`config.mk`:
```
export PLATFORM = sky130hd
export DESIGN_NAME = instr_cycle_sequencer
export DESIGN_NICKNAME = d
export VERILOG_FILES = /design/src/rtl/instr_cycle_sequencer.sv
export SDC_FILE = /design/constraint.sdc
export NUM_CORES = 1
export LEC_CHECK = 0
export ABC_AREA = 1
export BUFFER_PORTS_ARGS = -buffer_cell sky130_fd_sc_hd__buf_2
export CAP_MARGIN = 20
export CORE_UTILIZATION = 35
export CTS_BUF_LIST = sky130_fd_sc_hd__clkbuf_16
export CTS_CLUSTER_SIZE = 30
export DETAILED_ROUTE_END_ITERATION = 10
export GPL_ROUTABILITY_DRIVEN = 0
export PLACE_DENSITY = 0.61
export SLEW_MARGIN = 20
export SYNTH_ARGS = -nofsm -noshare
export SYNTH_HDL_FRONTEND = slang
export SYNTH_SLANG_ARGS = --single-unit
```
`constraint.sdc`:
```
create_clock -name clk -period 2 [get_ports clk]
set_clock_uncertainty 0.15 [all_clocks]
set_input_delay 0.4 -clock clk [delete_from_list [all_inputs] [get_ports clk]]
set_output_delay 0.4 -clock clk [all_outputs]
set_load 0.03 [all_outputs]
```
`src/rtl/instr_cycle_sequencer.sv`:
```
// -----------------------------------------------------------------------------
// instr_cycle_sequencer
//   Multi-cycle control FSM for the CPU datapath. It steps each instruction
//   through fetch, decode, execute, memory and writeback. It waits out the
//   synchronous ROM and RAM latencies, and it issues one-cycle strobes to the
//   PC, the IR, the register file and the RAM.
//
//   Every output is registered. A strobe decided in a state therefore appears
//   in the cycle after that state. For example, the retire strobes of an
//   instruction are high during the S_IF cycle that follows it.
//
//   Optional feature macro: SINGLE_STEP_EN
//     Adds a `step` input. While parked in S_IF with run low, a step pulse
//     starts exactly one instruction.
//
// Parameters
//   CNT_W     width of the retired-instruction counter
//   MEM_WAIT  RAM read latency in cycles (1..3)
//
// Ports
//   clk               system clock
//   reset             synchronous, active-low reset
//   run               1 = keep starting instructions, 0 = park in S_IF
//   step              (SINGLE_STEP_EN only) single-instruction start pulse
//   is_alu .. is_halt decoded instruction class flags
//   branch_taken      branch condition, sampled in S_EX
//   ir_load           latch the ROM output into the IR
//   pc_update         PC write strobe
//   pc_sel_target     with pc_update: 1 = target, 0 = pc+1
//   reg_write_enable  register file write strobe
//   ram_read_enable   RAM rden
//   ram_write_enable  RAM wren
//   busy              state != S_IF
//   halted            state == S_HALT
//   instr_count       retired-instruction counter (wraps)
//
// state  | meaning
// S_IF   | idle / fetch issue; waits for run (or step)
// S_IFW  | ROM latency cycle, IR load decided here
// S_ID   | decode class, NOPs retire here
// S_EX   | branch/j/jr retire; others route to S_MEM or S_WB
// S_MEM  | store writes and retires; load issues the RAM read
// S_MW   | RAM read latency countdown
// S_WB   | register write and retire
// S_HALT | absorbing halt, left only through reset
// -----------------------------------------------------------------------------
module instr_cycle_sequencer #(
  parameter int CNT_W    = 16,
  parameter int MEM_WAIT = 1
) (
  input  logic             clk,
  input  logic             reset,
  input  logic             run,
`ifdef SINGLE_STEP_EN
  input  logic             step,
`endif
  input  logic             is_alu,
  input  logic             is_load,
  input  logic             is_store,
  input  logic             is_branch,
  input  logic             is_jump,
  input  logic             is_jal,
  input  logic             is_halt,
  input  logic             branch_taken,
  output logic             ir_load,
  output logic             pc_update,
  output logic             pc_sel_target,
  output logic             reg_write_enable,
  output logic             ram_read_enable,
  output logic             ram_write_enable,
  output logic             busy,
  output logic             halted,
  output logic [CNT_W-1:0] instr_count
);

  typedef enum logic [2:0] {
    S_IF, S_IFW, S_ID, S_EX, S_MEM, S_MW, S_WB, S_HALT
  } state_t;

  state_t     state_q, state_d;
  logic [1:0] wait_q, wait_d;
  logic       load_q, load_d;     // remembers load vs store across S_MEM
  logic       ir_load_d, pc_update_d, pc_sel_d, reg_wr_d, ram_rd_d, ram_wr_d;
  logic       start;

`ifdef SINGLE_STEP_EN
  // step only matters in S_IF; the FSM ignores it while busy.
  assign start = run | step;
`else
  assign start = run;
`endif

  always_comb begin
    state_d     = state_q;
    wait_d      = wait_q;
    load_d      = load_q;
    ir_load_d   = 1'b0;
    pc_update_d = 1'b0;
    pc_sel_d    = 1'b0;
    reg_wr_d    = 1'b0;
    ram_rd_d    = 1'b0;
    ram_wr_d    = 1'b0;
    case (state_q)
      S_IF: if (start) state_d = S_IFW;
      S_IFW: begin
        ir_load_d = 1'b1;
        state_d   = S_ID;
      end
      S_ID: begin
        if (is_halt) state_d = S_HALT;
        else if (is_jump | is_branch | is_load | is_store | is_alu) state_d = S_EX;
        else begin
          // No class flag set: treat as a NOP.
          pc_update_d = 1'b1;
          state_d     = S_IF;
        end
      end
      S_EX: begin
        if (is_jump) begin
          if (is_jal) state_d = S_WB;
          else begin
            pc_update_d = 1'b1;
            pc_sel_d    = 1'b1;
            state_d     = S_IF;
          end
        end else if (is_branch) begin
          pc_update_d = 1'b1;
          pc_sel_d    = branch_taken;
          state_d     = S_IF;
        end else if (is_load | is_store) begin
          load_d  = is_load;
          state_d = S_MEM;
        end else state_d = S_WB;
      end
      S_MEM: begin
        if (load_q) begin
          ram_rd_d = 1'b1;
          wait_d   = 2'(MEM_WAIT);
          state_d  = S_MW;
        end else begin
          ram_wr_d    = 1'b1;
          pc_update_d = 1'b1;
          state_d     = S_IF;
        end
      end
      S_MW: begin
        // Keeping rden asserted on the exit edge covers the S_WB cycle,
        // where the RAM output is captured into the register file.
        ram_rd_d = 1'b1;
        wait_d   = wait_q - 2'd1;
        if (wait_q == 2'd1) state_d = S_WB;
      end
      S_WB: begin
        reg_wr_d    = 1'b1;
        pc_update_d = 1'b1;
        pc_sel_d    = is_jump & is_jal;
        state_d     = S_IF;
      end
      S_HALT: state_d = S_HALT;
      default: state_d = S_IF;
    endcase
  end

  always_ff @(posedge clk) begin
    if (!reset) begin
      state_q          <= S_IF;
      wait_q           <= 2'd0;
      load_q           <= 1'b0;
      ir_load          <= 1'b0;
      pc_update        <= 1'b0;
      pc_sel_target    <= 1'b0;
      reg_write_enable <= 1'b0;
      ram_read_enable  <= 1'b0;
      ram_write_enable <= 1'b0;
      busy             <= 1'b0;
      halted           <= 1'b0;
      instr_count      <= '0;
    end else begin
      state_q          <= state_d;
      wait_q           <= wait_d;
      load_q           <= load_d;
      ir_load          <= ir_load_d;
      pc_update        <= pc_update_d;
      pc_sel_target    <= pc_sel_d;
      reg_write_enable <= reg_wr_d;
      ram_read_enable  <= ram_rd_d;
      ram_write_enable <= ram_wr_d;
      busy             <= (state_d != S_IF);
      halted           <= (state_d == S_HALT);
      // Counter steps on the same edge that raises that instruction's pc_update.
      if (pc_update_d) instr_count <= instr_count + CNT_W'(1);
    end
  end

endmodule

```
==> impl_results.md, run 1 <==
* Worst slew pin tran at about 0.35 ns
* Compound-Gate Fraction of Synth Area at 12.8%
* Antenna violations before repair at 0
* Input/output buffers at 34
* Setup ws final at about 0.32 ns
* HPWL after DPL at between 2000 and 3000 um
* P_leak at 0.846 nW
* Hold depth at 3
* Fill count at 481
* Post-route ant nets at 0
* #FFs+latches synth at 30
* Gr ovfl total at 0
* Top post-synthesis cells by area: dfxtp_1, nand2_1, a21oi_2, nand3_1, nor2_1
* Post-place setup slack at 0.239 ns
* Status: finished clean
* Synth Area in XOR/XNOR at 1.03%
* Worst Path Required at between 2 and 2.5 ns
* Die Area at 5150 um^2
* Crit Path Max Fanout at 5
* CP most frequent cell: nand2_1
* Fin util at a little over two fifths
* R2R cell count at 7
* Max cap viols at 0
* Period minus WS final at 1.68 ns
* Top Ports at 35
* # diodes at 0
* Synth Warn # at 0
* Mapped cell area at between 1500 and 2000 um^2
* Nets@finish at 283
* Chip height at 71.8 um
* Hold Vio Cnt, Final at 0
* CP max-delay cell: dfxtp_1
* Clock slew at reported path FFs at 0.05 ns
* Pwr dens at 751 nW/um^2
* Critical Path Start Type: register
* Root buf cell: clkbuf_16
* Crit path capture type: register
* Peak supply drop at approximately 0.45 mV
* Via count at about 1600
* Core Footprint at 4690 um^2
* Met3 Usage GRT at 4.22%
* Layout cell share with drive strength beyond 1 at about a third
* Fin Setup TNS at 0 ns
* Largest net degree at the start of global routing at 25
* TritonCTS buffer count at 5
* Clk sink count at 30
* Reg2reg start: instr_count[0]$_SDFFE_PN0P_
* Gates resized, CTS repair at 0
* Residual DRC count at 0
* Wire per inst at 11.2 um
* Max Clk Rate at 0.596 GHz
* First-pass GRT wire length at 6550 um
* Sequential Area at 601 um^2
* Die width at 71.8 um
* Yosys cell types at 30
* Hold buffers post-CTS at 0
* Area Overhead vs Synth at 21.2%
* Vias in the first global route at 1507
* Synthesized Nets at 242
* Synth Area in Simple Gates at 40.6%
* Met2 usage at between 20% and 30%
* Crit Path Class: register to register
* Maximum level of the CTS H-tree at 2
* Post-Syn Instances at between 200 and 250
* Clock Tree Buf Depth at 2
* Finish-stage setup viols at 0
* Syn_area_per_cell at 7.44 um^2
* Cell taking the most area after synthesis: dfxtp_1
* Setup Buffers After CTS at 0
* DR iter-0 viols at 64
* Multi-input logic area at 952 um^2
* Largest family of logic cells by synthesized area: simple AND/OR/NAND/NOR gates
* Final worst-path cycle share at between 80% and 90%
* Post-synth top area share at 35.3%
* Slew Viols, Final at 0
* Hold crit path type: input pin to register
* Arrival time at the worst endpoint at 1.74 ns
* Worst Hold Slack at 0.262 ns
* Proportion of synthesized area in mux cells at 0%
* Row count at 25
* Gr usage total at around 16%
* Reg2reg end: instr_count[8]$_SDFFE_PN0P_
* DRT Pass-1 Iters at 4
* Slew HR at roughly 77%
* GR peak layer: met2
* Reg2reg setup slack at 0.32 ns
* CTS tree: yes
* Met1 Track Usage GR at roughly a fifth
* RSZ-0062 raised after global routing: false
* Part of the Yosys area used for sequential elements at 35.3%
* Hold wc startpoint: is_load
* Routed WL at 3630 um
* Initial cell density of the core at 36.3%
* Crit path cell chain: ha_1, nand2_1, nor2_1, nand2_1, xnor2_1, nand2_2, a21oi_2
* Vias/cell at about 4.8
* Delay of the slowest critical-path stage at 0.39 ns
* Clk Latency, worst-skew pair at 0.28 ns
* Post-Synth Adder-Cell Area at 1.47%
* Hold Path End: load_q$_SDFFE_PN0P_
cell usage in the layout (no fill, tap or decap):
cell type / n
nor2_4: 2
inv_2: 4
buf_2: 34
nand3_1: 22
a21oi_2: 15
clkinv_1: 2
ha_1: 2
a211oi_1: 1
clkinvlp_4: 1
o31ai_1: 3
clkbuf_16: 5
dfxtp_1: 30
a21oi_1: 4
clkinv_2: 1
a21oi_4: 1
nor3_1: 3
o21ai_1: 1
nand2_2: 10
nand4_1: 7
nor2_1: 29
o21ai_0: 3
inv_1: 22
xor2_1: 1
nor2_8: 1
nand2_1: 49
nand3_2: 5
nand3_4: 1
nor4_1: 1
nand2_8: 1
xnor2_1: 1
buf_4: 4
nor2_2: 5
logic make-up after synthesis:
family                   Yosys count
adder cells (fa/ha/maj)            2
XOR/XNOR                           2
AO/OA/AOI/OAI                     28
buffers and inverters             31
AND/OR/NAND/NOR                  136
flip-flops                        30
report_power, final:
| group | leakage (nW) | switching (mW) | internal, mW |
|---|---|---|---|
| combinational | 0.536 | 0.129 | 0.0576 |
| sequential | 0.243 | 0.0216 | 0.620 |
| clock | 0.0672 | 0.268 | 0.453 |
critical path, delay by kind of cell (launching register included):
family	cells	cell delay (ns)
AOI/OAI and AO/OA	1	0.10
DFF	1	0.39
and+or+nand+nor	4	0.54
xor gates and xnor gates	1	0.17
adders and majority gates	1	0.25
synthesized netlist by cell type:
master	instances
nand4_1	7
nor3_1	3
o21ai_1	1
nor2_1	29
buf_2	1
a21oi_4	1
nand3_2	5
nor4_1	1
a211oi_1	1
o21ai_0	3
xnor2_1	1
buf_1	1
nand2_2	10
nand3_4	1
a21oi_1	4
nand2_8	1
inv_1	22
nor2_8	1
nor2_2	5
nand2_1	49
clkinv_1	1
nor2_4	2
buf_12	2
xor2_1	1
inv_2	4
nand3_1	22
ha_1	2
o31ai_1	3
dfxtp_1	30
a21oi_2	15
routing by layer:
layer  wire length [um]  vias to the layer above
met4                 63                        0
li1                   -                      823
met3                191                        7
met1               1660                      694
met5                  0                        -
met2               1710                       35
layout make-up:
type	instances	area share [%]
clock inverter	3	0.788
inverter	27	4.91
timing repair buffer	38	9.70
clock buffer	5	6.06
multi-input combinational	168	46.1
tap	54	3.27
sequential	30	29.1
per-stage QoR:
stage / cells / power [mW] / area (um^2)
2_1_floorplan: 229 / 0.810 / 1700
3_3_place_gp: 317 / 0.843 / 1920
3_5_place_dp: 317 / 0.844 / 1920
4_1_cts: 325 / 1.57 / 2060
5_1_grt: 325 / 1.63 / 2060
6_report: 325 / 1.55 / 2060
how the worst max path moves through the flow:
stage                                            from                            to  slack [ns]  cells after the start
after floorplan           instr_count[1]$_SDFFE_PN0P_  instr_count[14]$_SDFFE_PN0P_        0.20                      8
after global placement                        is_jump   instr_count[1]$_SDFFE_PN0P_        0.27                      9
after detailed placement                      is_jump   instr_count[1]$_SDFFE_PN0P_        0.24                      9
after CTS                 instr_count[0]$_SDFFE_PN0P_   instr_count[8]$_SDFFE_PN0P_        0.30                      7
after global routing      instr_count[0]$_SDFFE_PN0P_   instr_count[8]$_SDFFE_PN0P_        0.10                      7
final                     instr_count[0]$_SDFFE_PN0P_   instr_count[8]$_SDFFE_PN0P_        0.32                      7
flip-flops by register name (all words and copies together), names as in the netlist:
signal	count
pc_sel_target	1
halted	1
ram_read_enable	1
instr_count	16
ram_write_enable	1
ir_load	1
busy	1
reg_write_enable	1
load_q	1
state_q	3
wait_q	2
pc_update	1
(Power assumes the default switching activity.)
==> run 2: changes to the inputs <==
Clock period 2 ns to 1.66 ns, I/O delays scaled along.
==> run 2 against run 1 <==
Effect of this change:
- power increased by 20%
- die area unchanged
- routed wire length increased by 2.1%
- first-iteration DRC count unchanged
- sequential power increased by 21%
- worst setup slack got worse by 0.22 ns
- clock power increased by 18%
- register-to-register slack got worse by 0.22 ns
- global-route usage decreased by 0.79 points
- maximum frequency increased by 8.0%
- critical endpoint is now instr_count[1]$_SDFFE_PN0P_
==> impl_results.md, run 2 (synthesized netlist as in run 1, its figures left out) <==
* Worst slew pin tran at 0.295 ns
* Root buf cell: clkbuf_16
* Via count at 1569
* Vias in the first global route at 1453
* Initial cell density of the core at 36.3%
* Largest Register: instr_count
* Setup ws final at roughly 0.11 ns
* Die width at 71.8 um
* Fill count at 473
* Post-place setup slack at 0.00992 ns
* Gates resized, CTS repair at 0
* Gr ovfl total at 0
* Input/output buffers at 34
* Pwr dens at 882 nW/um^2
* Period minus WS final at 1.55 ns
* Hold Vio Cnt, Final at 0
* Nets@finish at between 200 and 300
* Hold wc startpoint: is_load
* CTS tree: yes
* Status: finished clean
* Setup Buffers After CTS at 0
* Hold buffers post-CTS at 0
* PnR Total Power at 1.86 mW
* Peak supply drop at 0.394 mV
* Die Area at 5150 um^2
* Top Ports at 35
* Core Footprint at 4690 um^2
* Final worst-path cycle share at 93.7%
* Max FFs per register at 16
* Antenna violations before repair at 0
* Crit Path Class: register to register
* Max Clk Rate at 0.643 GHz
* Finish-stage setup viols at 0
* Residual DRC count at 0
* Vias/cell at 4.74
* Fin Setup TNS at 0 ns
* Critical Path Start Type: register
* Area Overhead vs Synth at 24.0%
* Routed WL at 3710 um
* Wire per inst at 11.2 um
* Worst Path Required at 1.67 ns
* Reg2reg start: state_q[2]$_SDFF_PN0_
* Most frequent cells in the layout: nand2_1, buf_2, nor2_1, dfxtp_1, inv_1
* Clock Tree Buf Depth at 2
* Chip height at 71.8 um
* Gr usage total at approximately 16%
* # diodes at 0
* DRT Pass-1 Iters at 4
* First-pass GRT wire length at 6240 um
* Clk Latency, worst-skew pair at approximately 0.27 ns
* Clk sink count at 30
* Maximum level of the CTS H-tree at 2
* Layout cell share with drive strength beyond 1 at between 30% and 40%
* Crit path capture type: register
* Top flop regs: instr_count x16, state_q x3, wait_q x2
* Slew Viols, Final at 0
* Slew HR at 80.2%
* Post-route ant nets at 0
* Row count at 25
* Reg2reg setup slack at 0.11 ns
* Clock slew at reported path FFs at roughly 0.05 ns
* TritonCTS buffer count at 5
* HPWL after DPL at 2800 um
* DR iter-0 viols at 64
* P_leak at about 0.88 nW
* Arrival time at the worst endpoint at 1.57 ns
* Most common cell after layout, fill and taps aside: nand2_1
* Max cap viols at 0
* Largest net degree at the start of global routing at 25
* Hold Path End: load_q$_SDFFE_PN0P_
* Hold depth at 3
* Hold crit path type: input pin to register
* RSZ-0062 raised after global routing: false
* Reg2reg end: instr_count[1]$_SDFFE_PN0P_
* Crit Path Max Fanout at 24
* R2R cell count at 8
-- run 2: cell count changes in the layout (fill, tap and decap cells not counted), sizes merged --
cell      previous run  this run
buf                 38        44
clkinvlp             1         0
inv                 26        27
-- run 2: critical path: stages, from the launching register on --
cell	delay, ns
dfxtp_1	0.36
inv_2	0.12
nand3_2	0.14
nor2_4	0.19
nor2_8	0.05
nand2_8	0.18
inv_1	0.10
nor2_1	0.09
nor2_1	0.05
-- run 2: cell type report --
cell class                 count  area (um^2)  area share [%]
clock buffer                   5          125            5.92
clock inverter                 3         12.5           0.592
inverter                      27          101            4.80
multi-input combinational    168          955            45.2
sequential                    30          606            28.7
tap                           54         67.6            3.20
timing repair buffer          44          245            11.6
-- run 2: worst max path at each step --
stage	start	end	slack, ns	depth (start not counted)
after CTS	state_q[1]$_SDFF_PN0_	instr_count[1]$_SDFFE_PN0P_	0.04	7
after floorplan	instr_count[1]$_SDFFE_PN0P_	instr_count[14]$_SDFFE_PN0P_	0.006	8
after global routing	state_q[2]$_SDFF_PN0_	instr_count[1]$_SDFFE_PN0P_	0.01	8
after global placement	is_jump	instr_count[1]$_SDFFE_PN0P_	0.05	9
final	state_q[2]$_SDFF_PN0_	instr_count[1]$_SDFFE_PN0P_	0.11	8
after detailed placement	is_jump	instr_count[1]$_SDFFE_PN0P_	0.01	9
-- run 2: through the flow --
step / std cells / util, % / hold slack [ns] / area [um^2]
floorplan: 229 / - / 0.289 / 1710
global placement: 323 / 42.0 / 0.302 / 1970
detailed placement: 323 / 42.0 / 0.307 / 1970
CTS: 331 / 44.9 / 0.192 / 2110
global route: 331 / 45.0 / 0.221 / 2110
finish: 331 / 45.0 / 0.200 / 2110
-- run 2: routing by layer --
metal	vias up	global-route usage, %	share of wire (%)
met2	28	26.9	48
met1	696	18.3	46
met3	8	4.64	4.0
li1	837	-	-
met5	-	0	0
met4	0	5.88	1.3
-- run 2: report_power, final --
group          internal [mW]  switching [mW]  total (mW)
combinational         0.0725           0.160       0.233
sequential             0.751          0.0258       0.776
clock                  0.540           0.312       0.853
total                   1.36           0.499        1.86
==> run 3: changes to the inputs <==
Settings changed: ABC_AREA 1 to not set, PLACE_DENSITY 0.61 to 0.62.
==> run 3 against run 2 <==
Effect of this change:
- the flow now finishes with violations (negative setup slack)
- sequential share of layout area down 2.1 points
- sequential power down 1%
- final area up 12%
- clock power down 3.2%
- via count down 4.6%
- combinational power up 69%
- critical path depth down 2
- die area down 17%
- critical endpoint is now instr_count[13]$_SDFFE_PN0P_
- highest routed layer unchanged
==> impl_results.md, run 3 <==
* Status: finished with violations
* Failing checks: negative setup slack
* Antenna violations before repair at 0
* Input/output buffers at 34
* Die Area at 4250 um^2
* Crit Path Class: register to register
* # diodes at 0
* Period minus WS final at 1.87 ns
* Arrival time at the worst endpoint at between 1.5 and 2 ns
* Syn_area_per_cell at 8.58 um^2
* EDFF count, synth at 0
* Post-Syn Instances at 163
* Maximum level of the CTS H-tree at 2
* Top post-synthesis cells by area: dfxtp_1, nand2_1, a21oi_1, nor2_1, mux2i_1
* Worst Hold Slack at about 0.18 ns
* Via count at 1497
* Setup ws final at -0.211 ns
* Routed wire length on met2 at 2260 um
* Most frequent cells in the layout: buf_4, buf_2, nand2_1, dfxtp_1, nor2_1
* Max Clk Rate at approximately 0.53 GHz
* Max FFs per register at 16
* Clk sink count at 30
* Final worst-path cycle share at 113%
* Finish-stage setup viols at 15
* DP Cell Count at 272
* #FFs+latches synth at 30
* Post-placement cell area at 1940 um^2
* Core Footprint at around 3700 um^2
* Vias in the first global route at 1408
* Crit path capture type: register
* Row count at 22
* Post-place setup slack at -0.413 ns
* Clk Latency, worst-skew pair at 0.27 ns
* Worst slew pin tran at around 0.43 ns
* Worst Path Required at 1.72 ns
* Post-synth top area share at between 40% and 50%
* First-pass GRT wire length at ~6300 um
* Hold crit path type: input pin to register
* Top Metal Used: met4
* Peak supply drop at between 0.7 and 0.8 mV
* Final std cells w/o fill at 291
* DRT Pass-1 Iters at 4
* Fin area at 2360 um^2
* RSZ-0062 raised after global routing: true
* Top Ports at 35
* Wire per inst at about 14 um
* Met1 Wirelength at approximately 1600 um
* Gr usage total at 19.7%
* Most common cell after layout, fill and taps aside: buf_4
* CTS tree: yes
* Synth Warn # at 0
* HPWL after DPL at 2730 um
* Post-route ant nets at 0
* Crit Path Max Fanout at 6
* Slew HR at 71.3%
* Largest net degree at the start of global routing at 17
* DR iter-0 viols at 76
* Clock slew at reported path FFs at 0.05 ns
* Vias/cell at 5.14
* Root buf cell: clkbuf_16
* Critical Path Start Type: register
* TritonCTS buffer count at 5
* Yosys cell types at 39
* Chip height at 65.2 um
* P_leak at 1.02 nW
* Cell taking the most area after synthesis: dfxtp_1
* Pwr dens at between 800 and 900 nW/um^2
* Top flop regs: instr_count x16, state_q x3, wait_q x2
* Slew Viols, Final at 0
* Gr ovfl total at 0
* Mapped cell area at about 1400 um^2
* Ys flop type: dfxtp_1
* Hold Vio Cnt, Final at 0
* Most frequent cell after synthesis: dfxtp_1
* Routed WL at 4070 um
* Largest Register: instr_count
* Post-synth top cells: dfxtp_1, nand2_1, nor2_1, a21oi_1, o21ai_0
* Share of flip-flops with an asynchronous set or reset at 0%
* Residual DRC count at 0
* Synthesized Nets at 176
* Layout cell share with drive strength beyond 1 at 50.2%
* Clock Tree Buf Depth at 2
* Max cap viols at 0
* Part of the Yosys area used for sequential elements at 42.9%
* Area Overhead vs Synth at 68.8%
* Nets@finish at 255
* Die width at between 60 and 70 um
* Initial cell density of the core at 37.4%
* Met3 WL at 134 um
[run 3: changes by cell type after synthesis, sizes merged, moves of 7 or more]
cell	delta
nor4	+7
a21oi	-8
inv	-21
nand2	-42
nand3	-26
nor2	-22
[run 3: metrics by stage]
| stage | total power [mW] | setup TNS, ns | util, % |
|---|---|---|---|
| floorplan | 0.953 | -1.49 | - |
| global placement | 1.06 | -4.76 | 51.7 |
| detailed placement | 1.07 | -5.95 | 51.7 |
| CTS | 1.94 | -1.83 | 59.2 |
| global route | 2.05 | -3.17 | 63.1 |
| finish | 1.99 | -1.74 | 63.1 |
[run 3: report_power, final]
group | switching, mW | internal, mW
clock | 0.290 | 0.536
combinational | 0.206 | 0.188
sequential | 0.0204 | 0.746
[run 3: cell type report]
class | instances | area (um^2)
Clock buffer | 5 | 125
Clock inverter | 3 | 11.3
Fill cell | 326 | 1380
Inverter | 6 | 22.5
Multi-Input combinational cell | 121 | 950
Sequential cell | 30 | 628
Tap cell | 48 | 60.1
Timing Repair Buffer | 78 | 564
[run 3: layer usage]
metal  global-route usage (%)  up-vias
li1                         -      748
met1                     21.2      710
met2                     35.8       33
met3                     4.34        6
met4                     10.1        0
met5                        0        -
[run 3: path summary, 6_finish.rpt]
kind	startpoint	end	slack, ns	cells past startpoint
setup / recovery	state_q[2]$_SDFF_PN0_	instr_count[13]$_SDFFE_PN0P_	-0.21	6
hold / removal	branch_taken	pc_sel_target$_SDFF_PN0_	0.18	3
setup reg to reg	state_q[2]$_SDFF_PN0_	instr_count[13]$_SDFFE_PN0P_	-0.21	6
hold reg to reg	state_q[1]$_SDFF_PN0_	ir_load$_SDFF_PN0_	0.32	1
[run 3: cells by family after synthesis]
group | after synthesis | share of synthesized area (%)
flip-flops | 30 | 42.9
XOR/XNOR | 3 | 1.88
buffers and inverters | 13 | 4.20
adder cells (fa/ha/maj) | 2 | 1.79
AO/OA/AOI/OAI | 33 | 14.4
AND/OR/NAND/NOR | 77 | 31.2
multiplexers | 5 | 3.58
[run 3: what timing repair did]
| item | CTS | global route |
|---|---|---|
| cloned | 1 | 0 |
| pin swaps | 13 | 9 |
| gates resized for setup | 17 | 24 |
| buffers inserted | 5 | 6 |
| hold buffers | 0 | 0 |
| setup endpoints to repair | 17 | 21 |
[run 3: worst max-delay path, stage by stage, from the launching register on]
cell,delay [ns]
dfxtp_2,0.31
nand3b_1,0.23
nor3b_4,0.25
buf_12,0.15
nor3_4,0.06
or4_4,0.52
a21oi_2,0.13
